--- src/rtl/rr_priority_arbiter.sv ---
// Request arbiter with a registered grant and a valid/ready handshake.
// ROUND_ROBIN=1 rotates priority starting at the slot after the last winner.
// ROUND_ROBIN=0 always picks the highest-numbered active request.
// The grant is held stable until the consumer accepts it. On acceptance the
// block re-arbitrates in the same cycle, so grants issue back to back.
module rr_priority_arbiter #(
  parameter int OUTPUT_WIDTH = 3,
  parameter int INPUT_WIDTH  = 1 << OUTPUT_WIDTH,
  parameter int ROUND_ROBIN  = 1
) (
  input  logic                    CLK,
  input  logic                    RST,
  input  logic [INPUT_WIDTH-1:0]  input_data,
  input  logic                    output_ready,
  output logic                    output_valid,
  output logic [OUTPUT_WIDTH-1:0] output_data,
  output logic [INPUT_WIDTH-1:0]  output_onehot
);

  typedef enum logic {
    ST_IDLE  = 1'b0,
    ST_GRANT = 1'b1
  } state_t;

  localparam logic [OUTPUT_WIDTH-1:0] LAST_IDX = OUTPUT_WIDTH'(INPUT_WIDTH - 1);
  localparam logic [OUTPUT_WIDTH-1:0] IDX_ONE  = OUTPUT_WIDTH'(1);

  state_t                  r_state;
  logic [OUTPUT_WIDTH-1:0] r_ptr;
  logic                    r_valid;
  logic [OUTPUT_WIDTH-1:0] r_data;
  logic [INPUT_WIDTH-1:0]  r_onehot;

  logic                    w_any;
  logic                    w_upper_hit;
  logic [OUTPUT_WIDTH-1:0] w_upper_idx;
  logic [OUTPUT_WIDTH-1:0] w_lower_idx;
  logic [OUTPUT_WIDTH-1:0] w_high_idx;
  logic [OUTPUT_WIDTH-1:0] w_win_idx;
  logic [INPUT_WIDTH-1:0]  w_win_onehot;
  logic [OUTPUT_WIDTH-1:0] w_next_ptr;
  logic                    w_load;

  assign w_any = |input_data;

  // Scan the request vector for the three candidate winners.
  // Candidates: lowest index at or above ptr, lowest overall, and highest overall.
  always_comb begin
    w_upper_hit = 1'b0;
    w_upper_idx = '0;
    w_lower_idx = '0;
    w_high_idx  = '0;
    // A downward scan leaves the lowest matching index in the variable.
    for (int i = INPUT_WIDTH - 1; i >= 0; i--) begin
      if (input_data[i]) begin
        w_lower_idx = OUTPUT_WIDTH'(i);
        if (i >= int'(r_ptr)) begin
          w_upper_hit = 1'b1;
          w_upper_idx = OUTPUT_WIDTH'(i);
        end
      end
    end
    // An upward scan leaves the highest matching index in the variable.
    for (int i = 0; i < INPUT_WIDTH; i++) begin
      if (input_data[i]) begin
        w_high_idx = OUTPUT_WIDTH'(i);
      end
    end
  end

  // Choose the winner for the current mode, and build its one-hot code and the next pointer.
  always_comb begin
    if (ROUND_ROBIN != 0) begin
      // Use the first request at or above ptr; otherwise wrap to the lowest request.
      w_win_idx = w_upper_hit ? w_upper_idx : w_lower_idx;
    end else begin
      w_win_idx = w_high_idx;
    end
    w_win_onehot = '0;
    for (int i = 0; i < INPUT_WIDTH; i++) begin
      if (OUTPUT_WIDTH'(i) == w_win_idx) begin
        w_win_onehot[i] = 1'b1;
      end
    end
    // The pointer moves past the winner and wraps at the last real requester.
    // It does not wrap at the power of two.
    w_next_ptr = (w_win_idx == LAST_IDX) ? '0 : (w_win_idx + IDX_ONE);
  end

  // A new grant is loaded from IDLE, or when the consumer accepts the current grant.
  // Either way, at least one request must be present.
  assign w_load = w_any && ((r_state == ST_IDLE) || output_ready);

  // Grant state machine. Every output is registered here.
  always_ff @(posedge CLK) begin
    if (RST) begin
      r_state  <= ST_IDLE;
      r_valid  <= 1'b0;
      r_data   <= '0;
      r_onehot <= '0;
      r_ptr    <= '0;
    end else begin
      case (r_state)
        ST_IDLE: begin
          if (w_load) begin
            r_state  <= ST_GRANT;
            r_valid  <= 1'b1;
            r_data   <= w_win_idx;
            r_onehot <= w_win_onehot;
            r_ptr    <= w_next_ptr;
          end
        end
        ST_GRANT: begin
          if (output_ready) begin
            if (w_load) begin
              r_valid  <= 1'b1;
              r_data   <= w_win_idx;
              r_onehot <= w_win_onehot;
              r_ptr    <= w_next_ptr;
            end else begin
              // The grant was accepted and nobody is waiting, so drop to IDLE.
              // output_data keeps the last index.
              r_state  <= ST_IDLE;
              r_valid  <= 1'b0;
              r_onehot <= '0;
            end
          end
        end
        default: begin
          r_state  <= ST_IDLE;
          r_valid  <= 1'b0;
          r_onehot <= '0;
        end
      endcase
    end
  end

  assign output_valid  = r_valid;
  assign output_data   = r_data;
  assign output_onehot = r_onehot;

endmodule

--- config.mk ---
export PLATFORM = sky130hd
export DESIGN_NAME = rr_priority_arbiter
export DESIGN_NICKNAME = d
export VERILOG_FILES = /design/src/rtl/rr_priority_arbiter.sv
export SDC_FILE = /design/constraint.sdc
export NUM_CORES = 1
export LEC_CHECK = 0
export BUFFER_PORTS_ARGS = -buffer_cell sky130_fd_sc_hd__buf_2
export CORE_ASPECT_RATIO = 1.2
export CORE_MARGIN = 1
export CORE_UTILIZATION = 54
export CTS_CLUSTER_DIAMETER = 40
export CTS_CLUSTER_SIZE = 16
export DETAILED_ROUTE_END_ITERATION = 8
export PLACE_DENSITY = 0.77
export SYNTH_ARGS = -nofsm -noshare
export SYNTH_HDL_FRONTEND = slang
export SYNTH_SLANG_ARGS = --single-unit
--- constraint.sdc ---
create_clock -name CLK -period 3.6 [get_ports CLK]
set_input_delay 0.36 -clock CLK [delete_from_list [all_inputs] [get_ports CLK]]
set_output_delay 0.36 -clock CLK [all_outputs]
set_load 0.005 [all_outputs]
==> reports/qor.yml, run 1 <==
place:
  gp_congestion: 0.8397
  dp_cells: 148
  dpl_cell_area_mm2: 0.001087
  io_buffers: 22
  dp_hpwl_mm: 1.635
  dp_slack_ns: 1.323
worst_hold_path:
  hold_class: "primary input to flop"
  worstHoldStart: "output_ready"
  hold_path_depth: 4
  holdPathEnd: "output_valid"
critical_path:
  worstPathArrival_ns: 2.42
  start_kind: "flop"
  startpoint: "r_ptr[1]"
  r2r_slack_ns: 1.34
  cp_data_required_time_ns: 3.76
  worstReg2RegStart: "r_ptr[1]"
  worstPathMaxFanout: 9
  critPathKind: "flop to flop"
  endpoint_kind: "flop"
  r2r_end: "r_ptr[2]"
  r2r_cells: 9
clock_tree:
  cts_tree: "done"
  numCtsBuffers: 3
  cts-htree-levels: 1
  cts_hold_buf: 0
  cts_buffer_depth: 2
  clock_latency_ns: 0.28
  clkSinkCount: 16
  cts_setup_buffers: 0
  path_clk_slew_ns: 0.08
  cts.repair.resized: 0
  ctsRootBufferMaster: "clkbuf_4"
sta:
  fin_skew_ns: 0.005108
  fmax_mhz: 442.8
  worst_hold_slack_ns: 0.3937
  max_slew_margin_pct: 56.08
  slew_viol_final: 0
  tns_ns: 0
  period_share_pct: 62.74
  worst_slack_ns: 1.341
  finalHoldViolCount: 0
  worst_pin_slew_ns: 0.6589
  setup-violations-final: 0
  finalCriticalPeriod_ns: 2.259
  grt_setup_unrepaired: "no"
cells_and_area:
  drive_above_1_share_pct: 26.32
  area_growth_pct: 12.14
  nets: 152
  final_area_mm2: 0.001110
  finalCoreUtilization_pct: 66.00
  instances_no_fill: 151
  num_antenna_cells: 0
grt:
  grt_pass1_wl_mm: 3.436
  grt_overflow: 0
  grtUsageTotal_pct: 24.07
  grt_max_degree: 19
  gr-usage-met3_pct: 5.023
  grt_use_met1_pct: 27.03
  busiest_layer: "met2"
  antenna_found_initial: 0
  grt_pass1_vias: 841
  grt.met2_usage_pct: 39.84
routing:
  drc_errors: 0
  drt-vias-per-instance: 6.172
  finalWirelength_mm: 2.104
  dr.pass1.iters: 4
  ant_nets: 0
  post_drt_wl_per_cell_um: 13.93
  num_vias: 932
  drt_iter0_markers: 9
synthesis:
  ys_ff_latch: 16
  netlist_top_cells_area: "dfxtp_1 (32%), ha_1 (7.6%), nor2_1 (6.8%)"
  synth_top_area_cell: "dfxtp_1"
  synth_area_um2: 989.7
  synthTopCellsByCount: "nor2_1 (18), dfxtp_1 (16), a32oi_1 (7), ha_1 (6), nand2b_1 (5)"
  ys_seq_area_share_pct: 32.36
  syn_avg_cell_area_um2: 8.758
  yosysMostFrequentCell: "nor2_1"
  synthArstFlopShare_pct: 0
  syn_nets: 130
  synth_edf_count: 0
  synth_cell_types: 43
  synth_top_area_share_pct: 32.36
  syn_inst: 113
  synth_warnings: 0
  synth-main-ff-cell: "dfxtp_1"
floorplan:
  die_y_um: 48.90
  start_util_pct: 58.85
  die-area_mm2: 0.002009
  num_rows: 16
  core_mm2: 0.001682
  die_w_um: 41.08
  ioPinCount: 23
pwr:
  p_total_uw: 608.3
  power_leakage_nw: 0.5017
  ir_drop_uv: 365.5
  pwr_density_cell_mw_per_mm2: 548.1
flow_run:
  cap_viol_max_count: 0
run_status:
  status: "completed"
-- cell families (layout without fill, tap and decap cells) --
kind of cell	after synthesis	after routing	share of synthesized area, %
muxes	3	3	3.034
DFF	16	16	32.36
and+or+nand+nor	44	44	24.15
buffers and inverters	9	29	5.055
adders and majority gates	6	6	7.585
AOI/OAI and AO/OA	35	35	27.81
-- worst max-delay path by stage --
stage,to,cells past startpoint
6_report,r_ptr[2],9
5_1_grt,r_ptr[2],9
4_1_cts,r_ptr[2],9
3_5_place_dp,r_ptr[0],10
3_3_place_gp,r_ptr[0],9
2_1_floorplan,r_ptr[0],8
-- cells in the final DEF (no fill, tap or decap), types with 4 or more instances in the layout --
| cell type | instances |
|---|---|
| nand2_1 | 4 |
| ha_1 | 6 |
| buf_2 | 22 |
| a32oi_1 | 7 |
| a21oi_1 | 4 |
| nor2_1 | 18 |
| dfxtp_1 | 16 |
| nand2b_1 | 5 |
| o21ai_0 | 4 |
-- flip-flops by register name (all words and copies together), names as in the netlist --
name and flops:
output_onehot 8, output_data 3, r_ptr 3, output_valid 1, r_state 1
-- layer usage --
metal,routed length [um],vias to the layer above
met1,896,446
met2,1087,19
met4,43,0
li1,-,460
met5,0,-
met3,76,7
-- worst max-delay path, stage by stage, from the launching register on --
cell and delay [ns]:
dfxtp_1 0.47, a21boi_0 0.13, o21bai_1 0.32, o311ai_0 0.24, nand2_1 0.18, inv_1 0.09
ha_1 0.22, ha_1 0.29, mux2i_1 0.14, nor2_1 0.05
-- power breakdown --
| group | total, mW | switching [mW] | internal (mW) |
|---|---|---|---|
| logic | 0.270 | 0.146 | 0.123 |
| registers | 0.250 | 0.0357 | 0.214 |
| clock network | 0.0887 | 0.0499 | 0.0388 |
| total | 0.608 | 0.232 | 0.376 |
-- layout make-up --
cell class	count	area, um2
repair buffers	22	110.1
clock buffers	3	22.52
multi-input cells	88	619.3
inverters	4	15.01
well taps	18	22.52
fillers	155	571.8
flip-flops and latches	16	320.3
(Power assumes the default switching activity.)
==> run 2, diff against run 1 <==
--- a/config.mk
+++ b/config.mk
@@ -5,14 +5,15 @@
 export SDC_FILE = /design/constraint.sdc
 export NUM_CORES = 1
 export LEC_CHECK = 0
+export ABC_AREA = 1
 export BUFFER_PORTS_ARGS = -buffer_cell sky130_fd_sc_hd__buf_2
 export CORE_ASPECT_RATIO = 1.2
 export CORE_MARGIN = 1
-export CORE_UTILIZATION = 54
+export CORE_UTILIZATION = 46
 export CTS_CLUSTER_DIAMETER = 40
 export CTS_CLUSTER_SIZE = 16
 export DETAILED_ROUTE_END_ITERATION = 8
-export PLACE_DENSITY = 0.77
+export PLACE_DENSITY = 0.7
 export SYNTH_ARGS = -nofsm -noshare
 export SYNTH_HDL_FRONTEND = slang
 export SYNTH_SLANG_ARGS = --single-unit
==> constraint.sdc (replaced) <==
create_clock -name CLK -period 1.95 [get_ports CLK]
set_input_delay 0.195 -clock CLK [delete_from_list [all_inputs] [get_ports CLK]]
set_output_delay 0.195 -clock CLK [all_outputs]
set_load 0.005 [all_outputs]
==> run 2 against run 1 <==
The run now ends with design-rule violations, negative setup slack left. Maximum frequency is 12% higher. Worst setup slack lost 1.4 ns. Sequential cell count did not move. Critical endpoint unchanged. Largest cell class unchanged.
==> reports/qor.yml, run 2 <==
floorplan:
  core_mm2: 0.001893  # +13%
  die_y_um: 51.84  # +6.0%
  start_util_pct: 50.30  # -8.6 points
  num_rows: 17  # +1
  die_w_um: 43.53  # +6.0%
  die-area_mm2: 0.002257  # +12%
  ioPinCount: 23  # unchanged
clock_tree:
  clkSinkCount: 16  # unchanged
  clock_latency_ns: 0.28  # about the same
  cts_tree: "done"
  ctsRootBufferMaster: "clkbuf_4"
  path_clk_slew_ns: 0.09  # about the same
  cts_buffer_depth: 2  # unchanged
  numCtsBuffers: 3  # unchanged
  cts-htree-levels: 1  # unchanged
synthesis:
  synthTopCellsByCount: "nand2_1 (23), a21oi_1 (16), dfxtp_1 (16), inv_1 (16), nor2_1 (10)"
  synth_area_um2: 952.2  # -3.8%
  synth_cell_types: 28  # -35%
  synth_top_area_share_pct: 33.64  # +1.3 points
  syn_nets: 151  # +16%
  syn_avg_cell_area_um2: 7.106  # -19%
  ys_ff_latch: 16  # unchanged
  yosysMostFrequentCell: "nand2_1"
  synth-main-ff-cell: "dfxtp_1"
  synthArstFlopShare_pct: 0  # unchanged
  synth_top_area_cell: "dfxtp_1"
  syn_inst: 134  # +19%
  netlist_top_cells_area: "dfxtp_1 (34%), nand2_1 (9.1%), a21oi_1 (8.4%)"
  ys_seq_area_share_pct: 33.64  # +1.3 points
  synth_edf_count: 0  # unchanged
  synth_warnings: 0  # unchanged
cells_and_area:
  largest_reg_flops: 8  # unchanged
  num_antenna_cells: 0  # unchanged
  final_common_cell: "nand2_1"
  drive_above_1_share_pct: 41.86  # +16 points
  area_growth_pct: 36.53
  layout_common_cells: "nand2_1 (23), buf_2 (22), inv_1 (14), buf_4 (14)"
  nets: 190  # +25%
  fillCellCount: 164  # +5.8%
routing:
  dr.pass1.iters: 6  # +2
  post_drt_wl_per_cell_um: 12.50  # -10%
  drc_errors: 4  # +4
  ant_nets: 0  # unchanged
  finalWirelength_mm: 2.387  # +13%
  num_vias: 1012  # +8.6%
  drt_iter0_markers: 23  # +14
  drt-vias-per-instance: 5.298  # -14%
sta:
  finalCriticalPeriod_ns: 2.017  # -0.2418 ns
  grt_setup_unrepaired: "yes"
  worst_slack_ns: -0.06670  # -1.408 ns
  worst_hold_slack_ns: 0.2239  # -0.1698 ns
  fin_skew_ns: 0.002077  # -0.003031 ns
  slew_viol_final: 0  # unchanged
  worst_pin_slew_ns: 0.5805  # -0.07837 ns
  max_slew_margin_pct: 61.26  # +5.2 points
  fmax_mhz: 495.9  # +12%
  setup-violations-final: 2  # +2
  period_share_pct: 103.4  # +41 points
  finalHoldViolCount: 0  # unchanged
critical_path:
  start_kind: "flop"
  worstPathArrival_ns: 2.19  # -0.23 ns
  critPathKind: "flop to flop"
  worstPathMaxFanout: 7  # -2
  cp_data_required_time_ns: 2.13  # -1.63 ns
  startpoint: "r_ptr[2]"
  endpoint_kind: "flop"
  worstReg2RegStart: "r_ptr[2]"
worst_hold_path:
  worstHoldStart: "output_ready"
  hold_class: "primary input to flop"
pwr:
  ir_drop_uv: 762.5  # +110%
  pwr_density_cell_mw_per_mm2: 882.1  # +61%
  power_leakage_nw: 0.6134  # +22%
grt:
  grt_max_degree: 16  # -3
  antenna_found_initial: 0  # unchanged
  grt_pass1_vias: 924  # +9.9%
  grtUsageTotal_pct: 22.64  # -1.4 points
  grt_overflow: 0  # unchanged
  grt_pass1_wl_mm: 3.822  # +11%
place:
  io_buffers: 22  # unchanged
  gp_congestion: 1.027  # +22%
  dp_slack_ns: -0.1014  # -1.424 ns
  dp_hpwl_mm: 1.796  # +9.8%
flow_run:
  cap_viol_max_count: 0  # unchanged
run_status:
  violations: "design-rule violations, negative setup slack"
  status: "finished with violations"
run 2: cell count changes after synthesis, sizes merged, moves of 6 or more:
cell,change
nand2,+23
o21ai,+6
nor2,-6
a21oi,+13
nand3,+7
inv,+16
a32oi,-7
run 2: per-layer routing:
metal  part of all wire [%]  GRT usage (%)  vias up  routed length [um]
met5                      0              0        -                   0
met4                    3.0          13.02        0                  72
met3                    3.4          1.389        8                  81
met2                     53          41.16       26                1273
met1                     40          25.70      456                 960
li1                       -              -      522                   -
run 2: worst paths after layout:
kind / endpoint / slack [ns] / depth (start not counted)
max: r_ptr[2] / -0.07 / 13
min: output_valid / 0.22 / 4
max reg2reg: r_ptr[2] / -0.07 / 13
min reg2reg: output_onehot[7] / 0.47 / 2
run 2: metrics by stage:
step / TNS (ns) / utilization (%) / cell area, um2 / total power, mW / instances
floorplan: 0 / - / 969.7 / 0.6696 / 134
CTS: -0.02944 / 66.56 / 1260 / 1.118 / 190
detailed placement: -0.1981 / 62.00 / 1174 / 0.8500 / 184
global route: -0.7210 / 68.67 / 1300 / 1.229 / 191
finish: -0.09218 / 68.67 / 1300 / 1.147 / 191
global placement: -0.05631 / 62.00 / 1174 / 0.8414 / 184
run 2: where the power goes:
| part | internal [mW] | switching (mW) |
|---|---|---|
| clock | 0.113 | 0.0977 |
| sequential | 0.378 | 0.0394 |
| combinational | 0.242 | 0.277 |
run 2: logic make-up (layout without fill, tap and decap cells):
logic type	count (synthesis)	in the layout	share of synthesized area, %
AOI/OAI and AO/OA	35	35	22.21
adders and majority gates	6	6	7.884
buffers and inverters	25	63	11.04
DFF	16	16	33.64
and+or+nand+nor	52	52	25.23
run 2: critical path, cell delays in order, from the launching register on:
cell	delay, ns
dfxtp_4	0.40
inv_4	0.05
o21ai_4	0.16
nand2_2	0.08
nor2_2	0.12
o221ai_2	0.11
a21oi_2	0.14
o211ai_1	0.12
nand2_2	0.10
inv_2	0.06
ha_4	0.17
ha_4	0.23
o21ai_2	0.15
a21oi_2	0.04
run 2: timing repair:
action                                  4_1_cts  5_1_grt
resized for setup                             9        8
hold buffers                                  0        0
endpoints found under the setup margin        5       11
buffers inserted                              2        1
pin swaps                                     8        6
run 2: cell type report:
cell class | instances | area (um2) | share of cell area, %
Clock buffer | 4 | 36.28 | 2.791
Sequential cell | 16 | 329.1 | 25.31
Tap cell | 19 | 23.77 | 1.829
Multi-Input combinational cell | 93 | 596.8 | 45.91
Timing Repair Buffer | 37 | 226.5 | 17.42
Inverter | 22 | 87.58 | 6.737
